<file path="src/rtl/pip_pkg.sv">
// Shared pipeline definitions: data-memory size/sign codes and LSU state encoding.
package pip_pkg;

  // DM_ctrl encodings; any other code behaves as a word access.
  localparam logic [2:0] DM_B  = 3'b000;
  localparam logic [2:0] DM_H  = 3'b001;
  localparam logic [2:0] DM_W  = 3'b010;
  localparam logic [2:0] DM_BU = 3'b100;
  localparam logic [2:0] DM_HU = 3'b101;

  typedef enum logic [1:0] {SzByte, SzHalf, SzWord} dm_size_e;

  typedef enum logic [1:0] {StIdle, StBusy, StDone} lsu_state_e;

  // Access size implied by a DM_ctrl code.
  function automatic dm_size_e dm_size(input logic [2:0] ctrl);
    case (ctrl)
      DM_B, DM_BU: return SzByte;
      DM_H, DM_HU: return SzHalf;
      DM_W:        return SzWord;
      default:     return SzWord;
    endcase
  endfunction

  // Loads that zero-extend.
  function automatic logic dm_unsigned(input logic [2:0] ctrl);
    return (ctrl == DM_BU) || (ctrl == DM_HU);
  endfunction

endpackage

</file>
<file path="src/rtl/lsu_align.sv">
// Byte-lane steering for stores, load extension and misalignment detection (combinational).
module lsu_align
  import pip_pkg::*;
(
  input  logic [2:0]  req_ctrl_i,
  input  logic [1:0]  req_off_i,
  input  logic [31:0] req_wdata_i,
  output logic [3:0]  be_o,
  output logic [31:0] wdata_o,
  output logic        misalign_o,
  input  logic [2:0]  ld_ctrl_i,
  input  logic [1:0]  ld_off_i,
  input  logic [31:0] rdata_i,
  output logic [31:0] ld_data_o
);

  logic [31:0] rdata_sh;

  // Byte enables, replicated store data and alignment check for the access in MEM.
  always_comb begin
    be_o       = 4'b1111;
    wdata_o    = req_wdata_i;
    misalign_o = 1'b0;
    unique case (dm_size(req_ctrl_i))
      SzByte: begin
        be_o    = 4'b0001 << req_off_i;
        wdata_o = {4{req_wdata_i[7:0]}};
      end
      SzHalf: begin
        be_o       = 4'b0011 << req_off_i;
        wdata_o    = {2{req_wdata_i[15:0]}};
        misalign_o = req_off_i[0];
      end
      default: misalign_o = |req_off_i;
    endcase
  end

  // Select the addressed lane(s) of the read word and sign/zero extend.
  always_comb begin
    rdata_sh  = rdata_i >> {ld_off_i, 3'b000};
    ld_data_o = rdata_i;
    unique case (dm_size(ld_ctrl_i))
      SzByte: ld_data_o = dm_unsigned(ld_ctrl_i) ? {24'b0, rdata_sh[7:0]}
                                                 : {{24{rdata_sh[7]}}, rdata_sh[7:0]};
      SzHalf: ld_data_o = dm_unsigned(ld_ctrl_i) ? {16'b0, rdata_sh[15:0]}
                                                 : {{16{rdata_sh[15]}}, rdata_sh[15:0]};
      default: ld_data_o = rdata_i;
    endcase
  end

endmodule

</file>
<file path="src/rtl/pip_mem_lsu.sv">
// MEM-stage load/store unit: one req/ack bus transaction per access, pipeline hold,
// misalignment and timeout reporting.
module pip_mem_lsu
  import pip_pkg::*;
#(
  parameter int unsigned TIMEOUT_CYC = 16,
  parameter int unsigned CNT_W       = 5
) (
  input  logic        clk,
  input  logic        rst_n,
  input  logic [31:0] alu_out_p_i,
  input  logic [31:0] rs2_p_i,
  input  logic        dm_read_p_i,
  input  logic        dm_write_en_p_i,
  input  logic [2:0]  dm_ctrl_p_i,
  output logic        dm_req_o,
  output logic        dm_we_o,
  output logic [31:0] dm_addr_o,
  output logic [3:0]  dm_be_o,
  output logic [31:0] dm_wdata_o,
  input  logic        dm_ack_i,
  input  logic [31:0] dm_rdata_i,
  output logic        lsu_stall_o,
  output logic [31:0] load_data_o,
  output logic        load_valid_o,
  output logic        misalign_o,
  output logic        bus_err_o
);

  lsu_state_e  state_q;
  logic [CNT_W-1:0] cnt_q;
  logic        req_q, we_q, load_valid_q, misalign_q, bus_err_q, mis_seen_q;
  logic [31:0] addr_q, wdata_q, load_data_q;
  logic [3:0]  be_q;
  logic [2:0]  ctrl_q;
  logic [1:0]  off_q;

  logic        access, mis_now;
  logic [3:0]  be_now;
  logic [31:0] wdata_now, ld_ext;

  assign access = dm_read_p_i | dm_write_en_p_i;

  lsu_align u_align (
    .req_ctrl_i  (dm_ctrl_p_i),
    .req_off_i   (alu_out_p_i[1:0]),
    .req_wdata_i (rs2_p_i),
    .be_o        (be_now),
    .wdata_o     (wdata_now),
    .misalign_o  (mis_now),
    .ld_ctrl_i   (ctrl_q),
    .ld_off_i    (off_q),
    .rdata_i     (dm_rdata_i),
    .ld_data_o   (ld_ext)
  );

  // Stall from the issue cycle through the last BUSY cycle; forced low while in reset.
  always_comb begin
    lsu_stall_o = rst_n & ((state_q == StBusy) ||
                           ((state_q == StIdle) && access && !mis_now));
  end

  assign dm_req_o     = req_q;
  assign dm_we_o      = we_q;
  assign dm_addr_o    = addr_q;
  assign dm_be_o      = be_q;
  assign dm_wdata_o   = wdata_q;
  assign load_data_o  = load_data_q;
  assign load_valid_o = load_valid_q;
  assign misalign_o   = misalign_q;
  assign bus_err_o    = bus_err_q;

  // Access FSM with bus latches, timeout counter and registered pulse outputs.
  always_ff @(posedge clk or negedge rst_n) begin
    if (!rst_n) begin
      state_q      <= StIdle;
      cnt_q        <= '0;
      req_q        <= 1'b0;
      we_q         <= 1'b0;
      addr_q       <= '0;
      be_q         <= '0;
      wdata_q      <= '0;
      ctrl_q       <= '0;
      off_q        <= '0;
      load_data_q  <= '0;
      load_valid_q <= 1'b0;
      misalign_q   <= 1'b0;
      bus_err_q    <= 1'b0;
      mis_seen_q   <= 1'b0;
    end else begin
      load_valid_q <= 1'b0;
      misalign_q   <= 1'b0;
      bus_err_q    <= 1'b0;
      unique case (state_q)
        StIdle: begin
          if (!access) begin
            // Pipeline moved on: a later misaligned access may be flagged again.
            mis_seen_q <= 1'b0;
          end else if (!mis_now) begin
            req_q      <= 1'b1;
            we_q       <= dm_write_en_p_i;
            addr_q     <= {alu_out_p_i[31:2], 2'b00};
            be_q       <= be_now;
            wdata_q    <= wdata_now;
            ctrl_q     <= dm_ctrl_p_i;
            off_q      <= alu_out_p_i[1:0];
            cnt_q      <= '0;
            mis_seen_q <= 1'b0;
            state_q    <= StBusy;
          end else if (!mis_seen_q) begin
            misalign_q <= 1'b1;
            mis_seen_q <= 1'b1;
          end
        end
        StBusy: begin
          // Ack is tested first so it wins over a coincident timeout.
          if (dm_ack_i) begin
            req_q <= 1'b0;
            if (!we_q) begin
              load_data_q  <= ld_ext;
              load_valid_q <= 1'b1;
            end
            state_q <= StDone;
          end else if (cnt_q == CNT_W'(TIMEOUT_CYC - 1)) begin
            req_q       <= 1'b0;
            bus_err_q   <= 1'b1;
            load_data_q <= '0;
            state_q     <= StDone;
          end else begin
            cnt_q <= cnt_q + 1'b1;
          end
        end
        StDone:  state_q <= StIdle;
        default: state_q <= StIdle;
      endcase
    end
  end

endmodule

</file>
<file path="config.mk">
export PLATFORM = sky130hd
export DESIGN_NAME = pip_mem_lsu
export DESIGN_NICKNAME = d
export VERILOG_FILES = /design/src/rtl/pip_pkg.sv /design/src/rtl/lsu_align.sv /design/src/rtl/pip_mem_lsu.sv
export SDC_FILE = /design/constraint.sdc
export NUM_CORES = 1
export LEC_CHECK = 0
export ABC_AREA = 0
export CORE_MARGIN = 2
export CORE_UTILIZATION = 47
export CTS_CLUSTER_SIZE = 16
export DETAILED_ROUTE_END_ITERATION = 10
export PLACE_DENSITY = 0.86
export SLEW_MARGIN = 20
export SYNTH_ARGS = -nofsm -noshare
export SYNTH_HDL_FRONTEND = slang
export SYNTH_SLANG_ARGS = --single-unit
</file>
<file path="constraint.sdc">
create_clock -name clk -period 5.15 [get_ports clk]
set_input_delay 1.03 -clock clk [delete_from_list [all_inputs] [get_ports clk]]
set_output_delay 1.03 -clock clk [all_outputs]
set_load 0.02 [all_outputs]
</file>
* Word level (Yosys, flattened, before mapping)
Index checks and enable logic that the tools add are counted.
** Operators by class
- Equality and inequality tests :: 16
- Bitwise operators :: 3
- Mux-type cells :: 38
- Shift-type cells :: 3
- Reductions and logical operators :: 22
- Add/subtract/negate cells :: 1
** Operators with widths (count)
- $mux W32 :: 5
- $pmux W32 S2 :: 2
- $shr A32 B5 Y16 :: 1
- $mux W5 :: 4
- $mux W1 :: 16
- $eq A3 B3 Y1 const B :: 4
- $pmux W2 S2 :: 3
- $ne A2 B2 Y1 const B :: 5
- $pmux W5 S2 :: 1
- $reduce_or A2 Y1 :: 5
- $reduce_and A3 Y1 :: 3
- $mux W2 :: 4
- $pmux W4 S2 :: 1
- $eq A2 B1 Y1 const B :: 3
- $eq A3 B1 Y1 const B :: 2
- $logic_not A2 Y1 :: 3
- $logic_not A3 Y1 :: 2
- $add A5 B1 Y5 const B :: 1
- $eq A5 B4 Y1 const B :: 1
- $reduce_and A5 Y1 :: 1
- $pmux W1 S2 :: 2
- $reduce_and A4 Y1 :: 1
- $reduce_bool A2 Y1 :: 2
- $shl A1 B2 Y4 const A :: 1
- other kinds (8) :: 10
** Storage, ports and cells
- Input port bits :: 104
- Register bits :: 116
- Logic and storage cells :: 97

* Logic depth before layout (Yosys ltp)
- Depth in word-level cells :: 9
- Depth in mapped cells :: 10

* Modules after synthesis
From an unflattened synthesis, not the netlist that was laid out.
** Second synthesis, totals
- Cell total of the unflattened synthesis :: 526
- Area, all modules :: 5884.4 um^2
** Modules (own cells, without submodules)
- pip_mem_lsu :: area an instance 4769.6 um^2, cells an instance 351, seq. area each 2902.8 um^2, times used 1
- lsu_align :: area an instance 1114.8 um^2, cells an instance 175, seq. area each 0.0 um^2, times used 1

* Worst setup path after synthesis
OpenSTA, ideal clock, no wires.
- Kind :: input-to-output
- Start point :: input alu_out_p_i[0]
- End point :: output lsu_stall_o
- Stages on the path :: 4
- Buffers on the path :: 1
- Slack :: 1.893 ns
- Arrival :: 2.227 ns
- Required time :: 4.120 ns
- Cells stage by stage :: or2_1 -> a2111oi_4 -> buf_2 -> o21a_1
** Between the ends
- Cells in the longest elaborated chain, start to end :: 6
** RTL lines
- start: declaration :: RTL line pip_mem_lsu.sv:11 : input logic [31:0] alu_out_p_i,
- $reduce_or A2 Y1 :: RTL line lsu_align.sv:34 : default: misalign_o = |req_off_i;
- $pmux W1 S2 * :: RTL line lsu_align.sv:24 : unique case (dm_size(req_ctrl_i))
- $logic_not A1 Y1 *
- $logic_and A1 B1 Y1 * :: RTL line pip_mem_lsu.sv:60 : ((state_q == StIdle) && access && !mis_now));
- $logic_or A1 B1 Y1 * :: RTL line pip_mem_lsu.sv:59 : lsu_stall_o = rst_n & ((state_q == StBusy) ||
- $and A1 B1 Y1 * :: RTL line pip_mem_lsu.sv:59
- end: declaration :: RTL line pip_mem_lsu.sv:23 : output logic lsu_stall_o,
Mark *: on every way between the ends. The rest lies on a longest branch, timed or not.

* Worst setup path after layout
- Start point :: input dm_ctrl_p_i[0]
- End point :: output lsu_stall_o
** Between the ends
- Cells in the longest elaborated chain, start to end :: 9
- Elaborated cells on any way between the ends :: 14
- Classes of those cells :: eq/ne (4); mux (2); bitwise (1); reduce/logical (7)
** RTL lines
- start: declaration :: RTL line pip_mem_lsu.sv:15 : input logic [2:0] dm_ctrl_p_i,
- $eq A3 B1 Y1, or another cell as far along :: RTL line pip_pkg.sv:17 : case (ctrl)
- $reduce_or A2 Y1 :: RTL line pip_pkg.sv:17
- $pmux W2 S2 * :: RTL line pip_pkg.sv:17
- $eq A2 B1 Y1 / $logic_not A2 Y1 (equally long branches) :: RTL line lsu_align.sv:24
- $pmux W1 S2 * :: RTL line lsu_align.sv:24
- $logic_not A1 Y1 *
- $logic_and A1 B1 Y1 * :: RTL line pip_mem_lsu.sv:60
- $logic_or A1 B1 Y1 * :: RTL line pip_mem_lsu.sv:59
- $and A1 B1 Y1 * :: RTL line pip_mem_lsu.sv:59
Marks and branches as above.

==> flow_metrics.py <==
metrics = {
    "outcome": {
        "status": "complete, no violations",
    },
    "cells_and_area": {
        "diodes": 0,
        "syn_to_final_growth_pct": 51.9,
        "drive_gt1_frac": 0.135,
        "fin_nets": 791,
        "n_fill_cell": 715,
    },
    "yosys": {
        "yosys_warnings": 0,
        "synth_edf_count": 0,
        "synthFlopType": "dfrtp_1",
        "yosys-top-cells-area": "dfrtp_1, mux2_2, mux2i_1",
        "synth_area_sq_mm": 0.00533,
        "async_flop_share": 1.00,
        "synth_top_area_cell": "dfrtp_1",
        "synth.distinct_cells": 49,
        "synth_top_area_frac": 0.544,
        "avgSynthCellArea_sq_um": 11.0,
        "ys_ff_latch": 116,
        "syn_inst": 483,
        "synth_seq_area_share": 0.544,
    },
    "timing": {
        "skew_ns": 0.00816,
        "hold_viol": 0,
        "timing.final.crit_share": 0.773,
        "setup-violations-final": 0,
        "relSlewSlack": 0.362,
        "maxClockFrequency_mhz": 251,
        "slew_viol_final": 0,
        "rsz0062_at_grt": "no",
        "post-route-min-period_ns": 3.98,
        "worst_slew_pin_slew_ns": 0.957,
        "tns_ns": 0,
    },
    "setup_path": {
        "startpoint": "dm_ctrl_p_i[0]",
        "start_kind": "input pin",
        "cp_slowest_stage_delay_ns": 0.59,
        "crit_slowest_cell": "clkdlybuf4s50_1",
        "cp-endpoint": "lsu_stall_o",
        "reg2regPathDepth": 4,
        "cp_common_cell": "clkdlybuf4s50_1",
        "arrival_ns": 2.95,
        "path_max_fanout": 12,
        "crit_chain": "clkdlybuf4s50_1, buf_4, and2_1, a2111oi_4, o21a_1, clkdlybuf4s50_1",
        "cp.required_ns": 4.12,
        "r2r_slack_ns": 2.63,
        "rr_endpoint": "dm_addr_o[6]$_DFFE_PN0P_",
        "timing.rr.start": "state_q[1]$_DFFE_PN0P_",
        "critical_path_class": "input pin to output port",
        "end_kind": "output port",
    },
    "flow_run": {
        "cap_viol_max_count": 0,
    },
    "power": {
        "p_total_mw": 4.72,
        "vdd_drop_max_mv": 0.398,
        "p_leak_nw": 3.43,
        "powerDensity_mw_per_mm2": 583,
    },
    "floorplan": {
        "start_util": 0.488,
        "die_x_um": 111,
        "fp.dieH_um": 111,
        "rows": 38,
        "coreArea_sq_mm": 0.0109,
        "design.die.area_sq_mm": 0.0122,
        "ios": 210,
    },
    "clocking": {
        "post_cts_buffers": 0,
        "cts.sinks": 116,
        "cts_resized": 0,
        "h-tree-depth": 4,
        "cts_made_buffers": 17,
        "hold_buffers": 0,
        "clockRootBuffer": "clkbuf_16",
        "clk_path_buf_depth": 2,
        "cts.clk_slew.worst_paths_ns": 0.05,
        "cts_tree": "built",
        "insertion_delay_ns": 0.41,
    },
    "drt": {
        "wl_um": 15300,
        "drtIter0Drc": 223,
        "drc_errors": 0,
        "avgRoutedWirePerCell_um": 18.3,
        "vias": 4638,
        "routed_via_density": 5.53,
        "detail-route-antenna-nets": 0,
        "dr.pass1.iters": 5,
    },
    "placed_design": {
        "gp_congestion": 0.862,
        "dp_hpwl_um": 10900,
        "port_buffers": 207,
    },
    "global_route": {
        "grt_first_pass_wirelength_um": 24800,
        "first_global_vias": 4833,
        "grt_antenna_before_repair": 0,
        "grt_use_total": 0.255,
        "grt_max_degree": 88,
        "gr-total-overflow": 0,
    },
    "worst_hold_path": {
        "hold_class": "flip-flop to flip-flop",
    },
}
-- state kept, by name, indices dropped and copies added (netlist names) --
name	count
dm_req_o	1
dm_we_o	1
off_q	2
mis_seen_q	1
cnt_q	5
bus_err_o	1
dm_be_o	4
dm_addr_o	30
load_data_o	32
misalign_o	1
load_valid_o	1
ctrl_q	3
dm_wdata_o	32
state_q	2
-- routing by layer --
metal  share of wire  wire (um)  GRT usage  vias up
met1            0.38       5760      0.293     2225
li1                -          -          -     2129
met2            0.49       7470      0.422      256
met3            0.11       1660     0.0999       28
met5               0          0          0        -
met4           0.028        422      0.111        0
-- critical path, delay by kind of cell --
kind / cells / cell delay, ns
AO/OA/AOI/OAI: 2 / 0.52
buffers and inverters: 3 / 1.19
AND/OR/NAND/NOR: 1 / 0.21
-- power breakdown --
group,internal [mW],switching (mW)
logic,0.984,0.964
clock network,0.818,0.399
registers,1.28,0.275
-- cells in the final DEF, fill, tap and decap left out, types with 2 or more instances in the layout --
| cell type | count |
|---|---|
| clkdlybuf4s50_1 | 206 |
| dfrtp_1 | 116 |
| mux2_2 | 52 |
| o21ai_0 | 52 |
| nor2_1 | 37 |
| mux2i_1 | 32 |
| a21oi_1 | 30 |
| nand2_1 | 28 |
| a22oi_1 | 25 |
| clkbuf_16 | 17 |
| nand3_1 | 10 |
| and2_1 | 9 |
| nand2b_1 | 9 |
| buf_4 | 8 |
| inv_1 | 7 |
| nor2b_1 | 4 |
| clkinv_2 | 4 |
| clkbuf_1 | 4 |
| bufinv_16 | 4 |
| or2_2 | 3 |
| o21a_1 | 2 |
| nand3b_1 | 2 |
| nor3_1 | 2 |
| or3_1 | 2 |
| a2bb2oi_1 | 2 |
| ha_1 | 2 |
| conb_1 | 2 |
| clkinvlp_4 | 2 |
-- per-stage QoR --
stage | cell area [sq um] | util | setup WS (ns) | hold WS (ns) | instances
global route | 8100 | 0.741 | 1.07 | 0.470 | 838
global placement | 7490 | 0.685 | 1.18 | 0.435 | 806
finish | 8100 | 0.741 | 1.17 | 0.452 | 838
floorplan | 5340 | - | 1.89 | 0.413 | 484
detailed placement | 7490 | 0.685 | 1.16 | 0.445 | 806
CTS | 8100 | 0.741 | 1.15 | 0.457 | 838
-- cells in the mapped netlist (4+ instances only) --
cell type  count
a21oi_1       30
nor2_1        37
o21ai_0       52
mux2i_1       32
mux2_2        52
a22oi_1       25
buf_2         12
dfrtp_1      116
inv_1          7
nand3_1       10
nand2b_1       9
nor2b_1        4
nand2_1       28
clkbuf_1      15
and2_1         9
-- layout make-up --
| class | count | area, sq um | area share |
|---|---|---|---|
| clock inverter | 10 | 155 | 0.0192 |
| multi-input combinational | 328 | 2260 | 0.279 |
| timing repair buffer | 214 | 2120 | 0.262 |
| clock buffer | 22 | 454 | 0.0561 |
| inverter | 8 | 30.0 | 0.00371 |
| sequential | 116 | 2900 | 0.358 |
| tap | 140 | 175 | 0.0216 |
-- worst min-delay path by stage --
stage | startpoint | slack, ns | cells after the start | endpoint
CTS | mis_seen_q$_DFFE_PN0P_ | 0.46 | 1 | misalign_o$_DFF_PN0_
global placement | mis_seen_q$_DFFE_PN0P_ | 0.43 | 1 | misalign_o$_DFF_PN0_
detailed placement | mis_seen_q$_DFFE_PN0P_ | 0.45 | 1 | misalign_o$_DFF_PN0_
finish | mis_seen_q$_DFFE_PN0P_ | 0.45 | 1 | misalign_o$_DFF_PN0_
global route | mis_seen_q$_DFFE_PN0P_ | 0.47 | 1 | misalign_o$_DFF_PN0_
floorplan | mis_seen_q$_DFFE_PN0P_ | 0.41 | 1 | misalign_o$_DFF_PN0_
-- cells by family (layout without fill, tap and decap cells) --
| family | after synthesis | in the layout | share of synthesized area |
|---|---|---|---|
| xor gates and xnor gates | 1 | 1 | 0.00164 |
| muxes | 84 | 84 | 0.170 |
| DFF | 116 | 116 | 0.544 |
| adders and majority gates | 2 | 2 | 0.00469 |
| and+or+nand+nor | 115 | 115 | 0.105 |
| AOI/OAI and AO/OA | 124 | 124 | 0.142 |
| buffers and inverters | 40 | 254 | 0.0324 |
| other | 1 | 2 | 0.000703 |
No activity file was read; power rests on OpenSTA's default activity.
